### src/rtl/ahbgpio_pkg.sv
// Shared types and constants for the two-requester AHB-Lite GPIO arbiter.
package ahbgpio_pkg;

    localparam int unsigned NUM_REQ = 2;
    localparam int unsigned AW      = 32;
    localparam int unsigned DW      = 32;

    typedef enum logic [1:0] {
        IDLE = 2'd0,
        ADDR = 2'd1,
        DATA = 2'd2,
        RESP = 2'd3
    } state_t;

    localparam logic [1:0] HTRANS_IDLE   = 2'b00;
    localparam logic [1:0] HTRANS_NONSEQ = 2'b10;

    // Command captured at grant time; id is the granted requester index.
    typedef struct packed {
        logic          id;
        logic          write;
        logic [AW-1:0] addr;
        logic [DW-1:0] wdata;
    } cmd_t;

    // Response returned to the granted requester for one cycle.
    typedef struct packed {
        logic [DW-1:0] rdata;
        logic          perr;
        logic          tmo;
    } rsp_t;

endpackage

### src/rtl/ahbgpio_arbiter_if.sv
// Requester-side command/response bundle and AHB-Lite bus bundle.
interface ahbgpio_req_if;
    import ahbgpio_pkg::*;

    logic [NUM_REQ-1:0]         req_valid;
    logic [NUM_REQ-1:0]         req_ready;
    logic [NUM_REQ-1:0]         req_write;
    logic [NUM_REQ-1:0][AW-1:0] req_addr;
    logic [NUM_REQ-1:0][DW-1:0] req_wdata;
    logic [NUM_REQ-1:0]         rsp_valid;
    logic [NUM_REQ-1:0][DW-1:0] rsp_rdata;
    logic [NUM_REQ-1:0]         rsp_perr;
    logic [NUM_REQ-1:0]         rsp_tmo;

    // Requesters issue commands and consume responses
    modport master (
        output req_valid, req_write, req_addr, req_wdata,
        input  req_ready, rsp_valid, rsp_rdata, rsp_perr, rsp_tmo
    );

    // Arbiter accepts commands and returns responses
    modport slave (
        input  req_valid, req_write, req_addr, req_wdata,
        output req_ready, rsp_valid, rsp_rdata, rsp_perr, rsp_tmo
    );
endinterface

interface ahbgpio_ahb_if;
    import ahbgpio_pkg::*;

    logic [AW-1:0] HADDR;
    logic [DW-1:0] HWDATA;
    logic [1:0]    HTRANS;
    logic          HWRITE;
    logic          HSEL;
    logic          HREADY;
    logic [DW-1:0] HRDATA;
    logic          HREADYOUT;
    logic          PARITYERR;

    // Bus master (the arbiter)
    modport master (
        output HADDR, HWDATA, HTRANS, HWRITE, HSEL, HREADY,
        input  HRDATA, HREADYOUT, PARITYERR
    );

    // GPIO slave
    modport slave (
        input  HADDR, HWDATA, HTRANS, HWRITE, HSEL, HREADY,
        output HRDATA, HREADYOUT, PARITYERR
    );
endinterface

### src/rtl/ahbgpio_rr_arb.sv
// Two-way round-robin grant selection with a last-grant register.
module ahbgpio_rr_arb
    import ahbgpio_pkg::*;
(
    input  logic               clk,
    input  logic               rst,
    input  logic [NUM_REQ-1:0] req_valid,
    input  logic               accept,
    output logic               grant_c
);

    logic last_q;

    // Contention goes to the requester not served last; otherwise the lone requester
    always_comb begin
        grant_c = 1'b0;
        if (&req_valid) begin
            grant_c = ~last_q;
        end else begin
            grant_c = req_valid[1];
        end
    end

    // Reset to 1 so requester 0 wins the first contention
    always_ff @(posedge clk or posedge rst) begin
        if (rst) begin
            last_q <= 1'b1;
        end else if (accept) begin
            last_q <= grant_c;
        end
    end

endmodule

### src/rtl/ahbgpio_arbiter.sv
// Arbitrates two requesters onto a single AHB-Lite GPIO slave, one transfer at a time.
module ahbgpio_arbiter
    import ahbgpio_pkg::*;
#(
    parameter int unsigned TIMEOUT = 16,
    parameter int unsigned NREQ    = 2
) (
    input  logic          clk,
    input  logic          HRESET,
    ahbgpio_req_if.slave  req,
    ahbgpio_ahb_if.master ahb
);

    localparam int unsigned CW = $clog2(TIMEOUT + 1);

    state_t          state_q;
    state_t          state_d;
    cmd_t            cmd_q;
    rsp_t            rsp_q;
    logic [CW-1:0]   wait_q;
    logic [NREQ-1:0] rsp_valid_q;
    logic            hsel_q;
    logic [1:0]      htrans_q;
    logic            grant_c;
    logic            accept_c;
    logic            done_c;
    logic            tmo_c;

    ahbgpio_rr_arb u_arb (
        .clk       (clk),
        .rst       (HRESET),
        .req_valid (req.req_valid),
        .accept    (accept_c),
        .grant_c   (grant_c)
    );

    // State register
    always_ff @(posedge clk or posedge HRESET) begin
        if (HRESET) begin
            state_q <= IDLE;
        end else begin
            state_q <= state_d;
        end
    end

    // Next-state logic; acceptance is held off while reset is asserted
    always_comb begin
        state_d  = state_q;
        accept_c = 1'b0;
        done_c   = 1'b0;
        tmo_c    = 1'b0;
        unique case (state_q)
            IDLE: begin
                if ((|req.req_valid) && !HRESET) begin
                    accept_c = 1'b1;
                    state_d  = ADDR;
                end
            end
            ADDR: begin
                state_d = DATA;
            end
            DATA: begin
                if (ahb.HREADYOUT) begin
                    done_c  = 1'b1;
                    state_d = RESP;
                end else if (wait_q == CW'(TIMEOUT - 1)) begin
                    tmo_c   = 1'b1;
                    state_d = RESP;
                end
            end
            RESP: begin
                state_d = IDLE;
            end
            default: begin
                state_d = IDLE;
            end
        endcase
    end

    // Capture the granted command; read commands carry zero write data
    always_ff @(posedge clk or posedge HRESET) begin
        if (HRESET) begin
            cmd_q <= '0;
        end else if (accept_c) begin
            cmd_q.id    <= grant_c;
            cmd_q.write <= req.req_write[grant_c];
            cmd_q.addr  <= req.req_addr[grant_c];
            cmd_q.wdata <= req.req_write[grant_c] ? req.req_wdata[grant_c] : '0;
        end
    end

    // Count data-phase wait states, cleared whenever the slave is not stalling
    always_ff @(posedge clk or posedge HRESET) begin
        if (HRESET) begin
            wait_q <= '0;
        end else if ((state_q == DATA) && !ahb.HREADYOUT) begin
            wait_q <= wait_q + CW'(1);
        end else begin
            wait_q <= '0;
        end
    end

    // Response payload: sampled on completion, forced on timeout
    always_ff @(posedge clk or posedge HRESET) begin
        if (HRESET) begin
            rsp_q <= '0;
        end else if (done_c) begin
            rsp_q.rdata <= cmd_q.write ? '0 : ahb.HRDATA;
            rsp_q.perr  <= ahb.PARITYERR;
            rsp_q.tmo   <= 1'b0;
        end else if (tmo_c) begin
            rsp_q.rdata <= '0;
            rsp_q.perr  <= 1'b0;
            rsp_q.tmo   <= 1'b1;
        end
    end

    // Registered bus control and response strobe, decoded from the next state
    always_ff @(posedge clk or posedge HRESET) begin
        if (HRESET) begin
            hsel_q      <= 1'b0;
            htrans_q    <= HTRANS_IDLE;
            rsp_valid_q <= '0;
        end else begin
            hsel_q      <= (state_d == ADDR);
            htrans_q    <= (state_d == ADDR) ? HTRANS_NONSEQ : HTRANS_IDLE;
            rsp_valid_q <= (state_d == RESP) ? (NREQ'(1) << cmd_q.id) : '0;
        end
    end

    assign req.req_ready = accept_c ? (NREQ'(1) << grant_c) : '0;
    assign req.rsp_valid = rsp_valid_q;
    assign req.rsp_rdata = {NREQ{rsp_q.rdata}};
    assign req.rsp_perr  = {NREQ{rsp_q.perr}};
    assign req.rsp_tmo   = {NREQ{rsp_q.tmo}};

    assign ahb.HADDR  = cmd_q.addr;
    assign ahb.HWRITE = cmd_q.write;
    assign ahb.HWDATA = cmd_q.wdata;
    assign ahb.HSEL   = hsel_q;
    assign ahb.HTRANS = htrans_q;
    assign ahb.HREADY = ahb.HREADYOUT;

endmodule

### src/flat_wrapper.sv
// flat-port wrapper written by rule: the top's interface ports become plain ports
module ahbgpio_arbiter_flat import ahbgpio_pkg::*;
#(
    parameter int unsigned TIMEOUT = 16,
    parameter int unsigned NREQ    = 2
)
  (clk, HRESET, req_req_valid, req_req_write, req_req_addr, req_req_wdata, req_req_ready, req_rsp_valid, req_rsp_rdata, req_rsp_perr, req_rsp_tmo, ahb_HADDR, ahb_HWDATA, ahb_HTRANS, ahb_HWRITE, ahb_HSEL, ahb_HREADY, ahb_HRDATA, ahb_HREADYOUT, ahb_PARITYERR);
  ahbgpio_req_if req_i ();
  ahbgpio_ahb_if ahb_i ();
  input  logic clk;
  input  logic HRESET;
  input wire logic [$bits(req_i.req_valid)-1:0] req_req_valid;
  input wire logic [$bits(req_i.req_write)-1:0] req_req_write;
  input wire logic [$bits(req_i.req_addr)-1:0] req_req_addr;
  input wire logic [$bits(req_i.req_wdata)-1:0] req_req_wdata;
  output wire logic [$bits(req_i.req_ready)-1:0] req_req_ready;
  output wire logic [$bits(req_i.rsp_valid)-1:0] req_rsp_valid;
  output wire logic [$bits(req_i.rsp_rdata)-1:0] req_rsp_rdata;
  output wire logic [$bits(req_i.rsp_perr)-1:0] req_rsp_perr;
  output wire logic [$bits(req_i.rsp_tmo)-1:0] req_rsp_tmo;
  output wire logic [$bits(ahb_i.HADDR)-1:0] ahb_HADDR;
  output wire logic [$bits(ahb_i.HWDATA)-1:0] ahb_HWDATA;
  output wire logic [$bits(ahb_i.HTRANS)-1:0] ahb_HTRANS;
  output wire logic [$bits(ahb_i.HWRITE)-1:0] ahb_HWRITE;
  output wire logic [$bits(ahb_i.HSEL)-1:0] ahb_HSEL;
  output wire logic [$bits(ahb_i.HREADY)-1:0] ahb_HREADY;
  input wire logic [$bits(ahb_i.HRDATA)-1:0] ahb_HRDATA;
  input wire logic [$bits(ahb_i.HREADYOUT)-1:0] ahb_HREADYOUT;
  input wire logic [$bits(ahb_i.PARITYERR)-1:0] ahb_PARITYERR;
  assign req_i.req_valid = req_req_valid;
  assign req_i.req_write = req_req_write;
  assign req_i.req_addr = req_req_addr;
  assign req_i.req_wdata = req_req_wdata;
  assign req_req_ready = req_i.req_ready;
  assign req_rsp_valid = req_i.rsp_valid;
  assign req_rsp_rdata = req_i.rsp_rdata;
  assign req_rsp_perr = req_i.rsp_perr;
  assign req_rsp_tmo = req_i.rsp_tmo;
  assign ahb_HADDR = ahb_i.HADDR;
  assign ahb_HWDATA = ahb_i.HWDATA;
  assign ahb_HTRANS = ahb_i.HTRANS;
  assign ahb_HWRITE = ahb_i.HWRITE;
  assign ahb_HSEL = ahb_i.HSEL;
  assign ahb_HREADY = ahb_i.HREADY;
  assign ahb_i.HRDATA = ahb_HRDATA;
  assign ahb_i.HREADYOUT = ahb_HREADYOUT;
  assign ahb_i.PARITYERR = ahb_PARITYERR;
  ahbgpio_arbiter #(.TIMEOUT(TIMEOUT), .NREQ(NREQ)) u_core (.clk(clk), .HRESET(HRESET), .req(req_i), .ahb(ahb_i));
endmodule
### config.mk
export PLATFORM = sky130hd
export DESIGN_NAME = ahbgpio_arbiter_flat
export DESIGN_NICKNAME = d
export VERILOG_FILES = /design/src/rtl/ahbgpio_pkg.sv /design/src/rtl/ahbgpio_arbiter_if.sv /design/src/rtl/ahbgpio_rr_arb.sv /design/src/rtl/ahbgpio_arbiter.sv /design/src/flat_wrapper.sv
export SDC_FILE = /design/constraint.sdc
export NUM_CORES = 1
export LEC_CHECK = 0
export ABC_AREA = 1
export CAP_MARGIN = 30
export CORE_AREA = 2 2 141 143
export CTS_CLUSTER_DIAMETER = 50
export DETAILED_ROUTE_END_ITERATION = 6
export DIE_AREA = 0 0 143 145
export PLACE_DENSITY = 0.66
export SYNTH_ARGS = -nofsm -noshare
export SYNTH_HDL_FRONTEND = slang
export SYNTH_HIERARCHICAL = 1
export SYNTH_SLANG_ARGS = --single-unit
export TNS_END_PERCENT = 50
### constraint.sdc
create_clock -name clk -period 6.4 [get_ports clk]
set_input_delay 1.6 -clock clk [delete_from_list [all_inputs] [get_ports clk]]
set_output_delay 1.6 -clock clk [all_outputs]
set_load 0.005 [all_outputs]
==> run_results.csv <==
group,metric,value,unit
run_status,status,"finished, final reports clean",
cells_and_area,drive_gt1_share,3.033,%
clock_network,clk_latency,0.35,ns
cells_and_area,regArea,2779,µm²
global_route,grt_pass1_vias,5257,
floorplanning,dieArea,20740,µm²
timing,setup_violations,0,
routing,post_drt_via_cell_ratio,4.326,
cells_and_area,n_antenna_cell,0,
critical_path,required,4.80,ns
run,cap_violations,0,
clock_network,cts_root_buf,"clkbuf_16",
cells_and_area,finalNetCount,1158,
cells_and_area,multi_input_area,2210,µm²
critical_path,worstSetupStartpoint,"req_req_valid[0]",
clock_network,holdBufCountCts,0,
clock_network,cts_buffers,9,
placement,gp_congestion,0.7839,
routing,wire_per_inst,13.76,µm
routing,ant_nets,0,
logic_synthesis,ys_warn_count,6,
clock_network,cts_buffer_depth,2,
logic_synthesis,syn_inst,803,
placement,hpwlAfterDp,12480,µm
timing,max_freq,0.2013,GHz
timing,rsz0062_at_grt,"no",
critical_path,crit_path_start_kind,"primary input",
pwr,leakagePower,4.223,nW
timing,hold_viol,0,
global_route,grt_start_max_net_pins,99,
floorplanning,num_io_pins,309,
timing,maxSlewHeadroom,36.32,%
routing,drc,0,
routing,vias,5425,
clock_network,h-tree-depth,3,
floorplanning,start_util,31.37,%
clock_network,cts_resized,0,
clock_network,clk_pin_slew_worst_paths,0.07,ns
cells_and_area,final_cell_mix,"nand2_1 (400), clkdlybuf4s50_1 (307), dfrtp_1 (110)",
critical_path,end_kind,"primary output",
logic_synthesis,syn-cell-area,6026,µm²
routing,dr.pass1.iters,4,
clock_network,cts_tree,"built",
hold_path,worstHoldStart,"u_core/cmd_q[65]",
critical_path,arrival,3.37,ns
global_route,grt_util_all_layers,16.72,%
floorplanning,row_count,51,
cells_and_area,layout_commonest_cell,"nand2_1",
global_route,antenna_found_initial,0,
logic_synthesis,synth.yosys.seq_area_share,46.12,%
logic_synthesis,avgSynthCellArea,7.504,µm²
timing,max_slew.worst_pin.slew,0.9552,ns
pwr,powerDensity,375.2,nW/µm²
logic_synthesis,yosys_register_bits,111,
floorplanning,die_w,143,µm
pwr,ir_worst_vdd,244.5,µV
floorplanning,fp.dieH,145,µm
timing,tns,0,ns
hold_path,min_path_type,"register to register",
cells_and_area,area_delta_synth_final,46.45,%
cells_and_area,postLayoutCoreUtil,45.94,%
global_route,grt_pass1_wl,27540,µm
cells_and_area,fin_cells,1254,
placement,dpl-instance-area,8528,µm²
timing,finClkSkew,0.01207,ns
critical_path,crit_path_max_fanout,29,
global_route,grt-ovfl-total,0,
timing,post-route-min-period,4.967,ns
placement,dp_cells,1239,
routing,drt_iter0_markers,204,
pwr,power.total,3.311,mW
placement,port_buffers,307,
cells_and_area,stdcell_area,8825,µm²
clock_network,clock_sinks,111,
logic_synthesis,syn-num-nets,976,
logic_synthesis,synth_cell_types,22,
timing,finalCritPeriodShare,77.61,%
floorplanning,core,19210,µm²
timing,slew_violations,0,
routing,wirelength,17250,µm
critical_path,reg2reg_from,"u_core/u_arb/last_q",
critical_path,critical_path_class,"primary input to primary output",
cells_and_area,fill_cells,1895,
clock_network,cts_setup_buffers,0,
## routing by layer
layer	track usage, %	up-vias	wire, µm
met4	6.832	0	508
met3	4.323	31	1383
met1	19.87	2422	7241
li1	-	2746	-
met5	0	-	0
met2	28.47	226	8119
## power by group
part           total (mW)  switching (mW)  internal [mW]
combinational        1.55           0.647          0.905
clock               0.576           0.268          0.308
sequential           1.18           0.197          0.986
total                3.31            1.11           2.20
## cell families (layout without fill, tap and decap cells)
family | count (synthesis) | count (layout) | share of synthesized area [%]
XOR/XNOR | 1 | 1 | 0.1454
adder cells (fa/ha/maj) | 5 | 5 | 1.038
buffers and inverters | 159 | 345 | 17.36
AO/OA/AOI/OAI | 37 | 37 | 3.073
other | 1 | 1 | 0.06223
AND/OR/NAND/NOR | 489 | 489 | 32.21
flip-flops | 111 | 111 | 46.12
## cell usage after synthesis, drive strengths merged
library cell | instances | area share (%)
clkbuf | 2 | 0.12
inv | 16 | 1.0
nor3b | 1 | 0.12
dfrtp | 110 | 46
a21oi | 1 | 0.083
ha | 5 | 1.0
buf | 141 | 16
xor2 | 1 | 0.15
o21ai | 36 | 3.0
nand2 | 403 | 25
conb | 1 | 0.062
nor2 | 15 | 1.1
and2 | 1 | 0.10
nand3 | 69 | 5.7
dfstp | 1 | 0.44
## area by class of cell
cell class / instances / area share, %
clock buffer: 10 / 2.595
clock inverter: 5 / 0.7656
inverter: 16 / 0.7089
multi-input combinational: 533 / 25.04
sequential: 111 / 31.49
tap: 265 / 3.757
timing repair buffer: 314 / 35.64
## critical path, cell delays in order
cell and delay (ns):
clkdlybuf4s50_1 0.44, nand2_1 0.09, and2_2 0.53, inv_2 0.08, nor2_1 0.12, clkdlybuf4s50_1 0.51
## registers in the layout (all words and copies together), names as in the netlist
name and count:
u_core/cmd_q 1, u_core/req.rsp_tmo 1, u_core/state_q 2, u_core/ahb.HTRANS 1
u_core/u_arb/last_q 1, u_core/req.rsp_valid 2, u_core/ahb.HADDR 32, u_core/req.rsp_perr 1
u_core/ahb.HWDATA 32, u_core/req.rsp_rdata 32, u_core/wait_q 5, u_core/ahb.HWRITE 1
## path summary, 6_finish.rpt
check                                               end  slack, ns  cells after the start
worst max-delay path                   req_req_ready[1]       1.43                      6
worst max register to register     u_core/ahb.HWDATA[0]       3.71                      8
min in group asynchronous           u_core/u_arb/last_q       1.72                      2
worst min register to register  u_core/req.rsp_valid[0]       0.46                      1
max in group asynchronous         u_core/ahb.HWDATA[16]       3.22                      4
worst min-delay path            u_core/req.rsp_valid[0]       0.46                      1
## stage by stage
step | hold WS (ns) | setup slack, ns
2_1_floorplan | 0.4238 | 1.332
3_3_place_gp | 0.4389 | 1.451
3_5_place_dp | 0.4406 | 1.423
4_1_cts | 0.4532 | 1.416
5_1_grt | 0.4823 | 1.296
6_report | 0.4551 | 1.433
(Power assumes the default switching activity.)
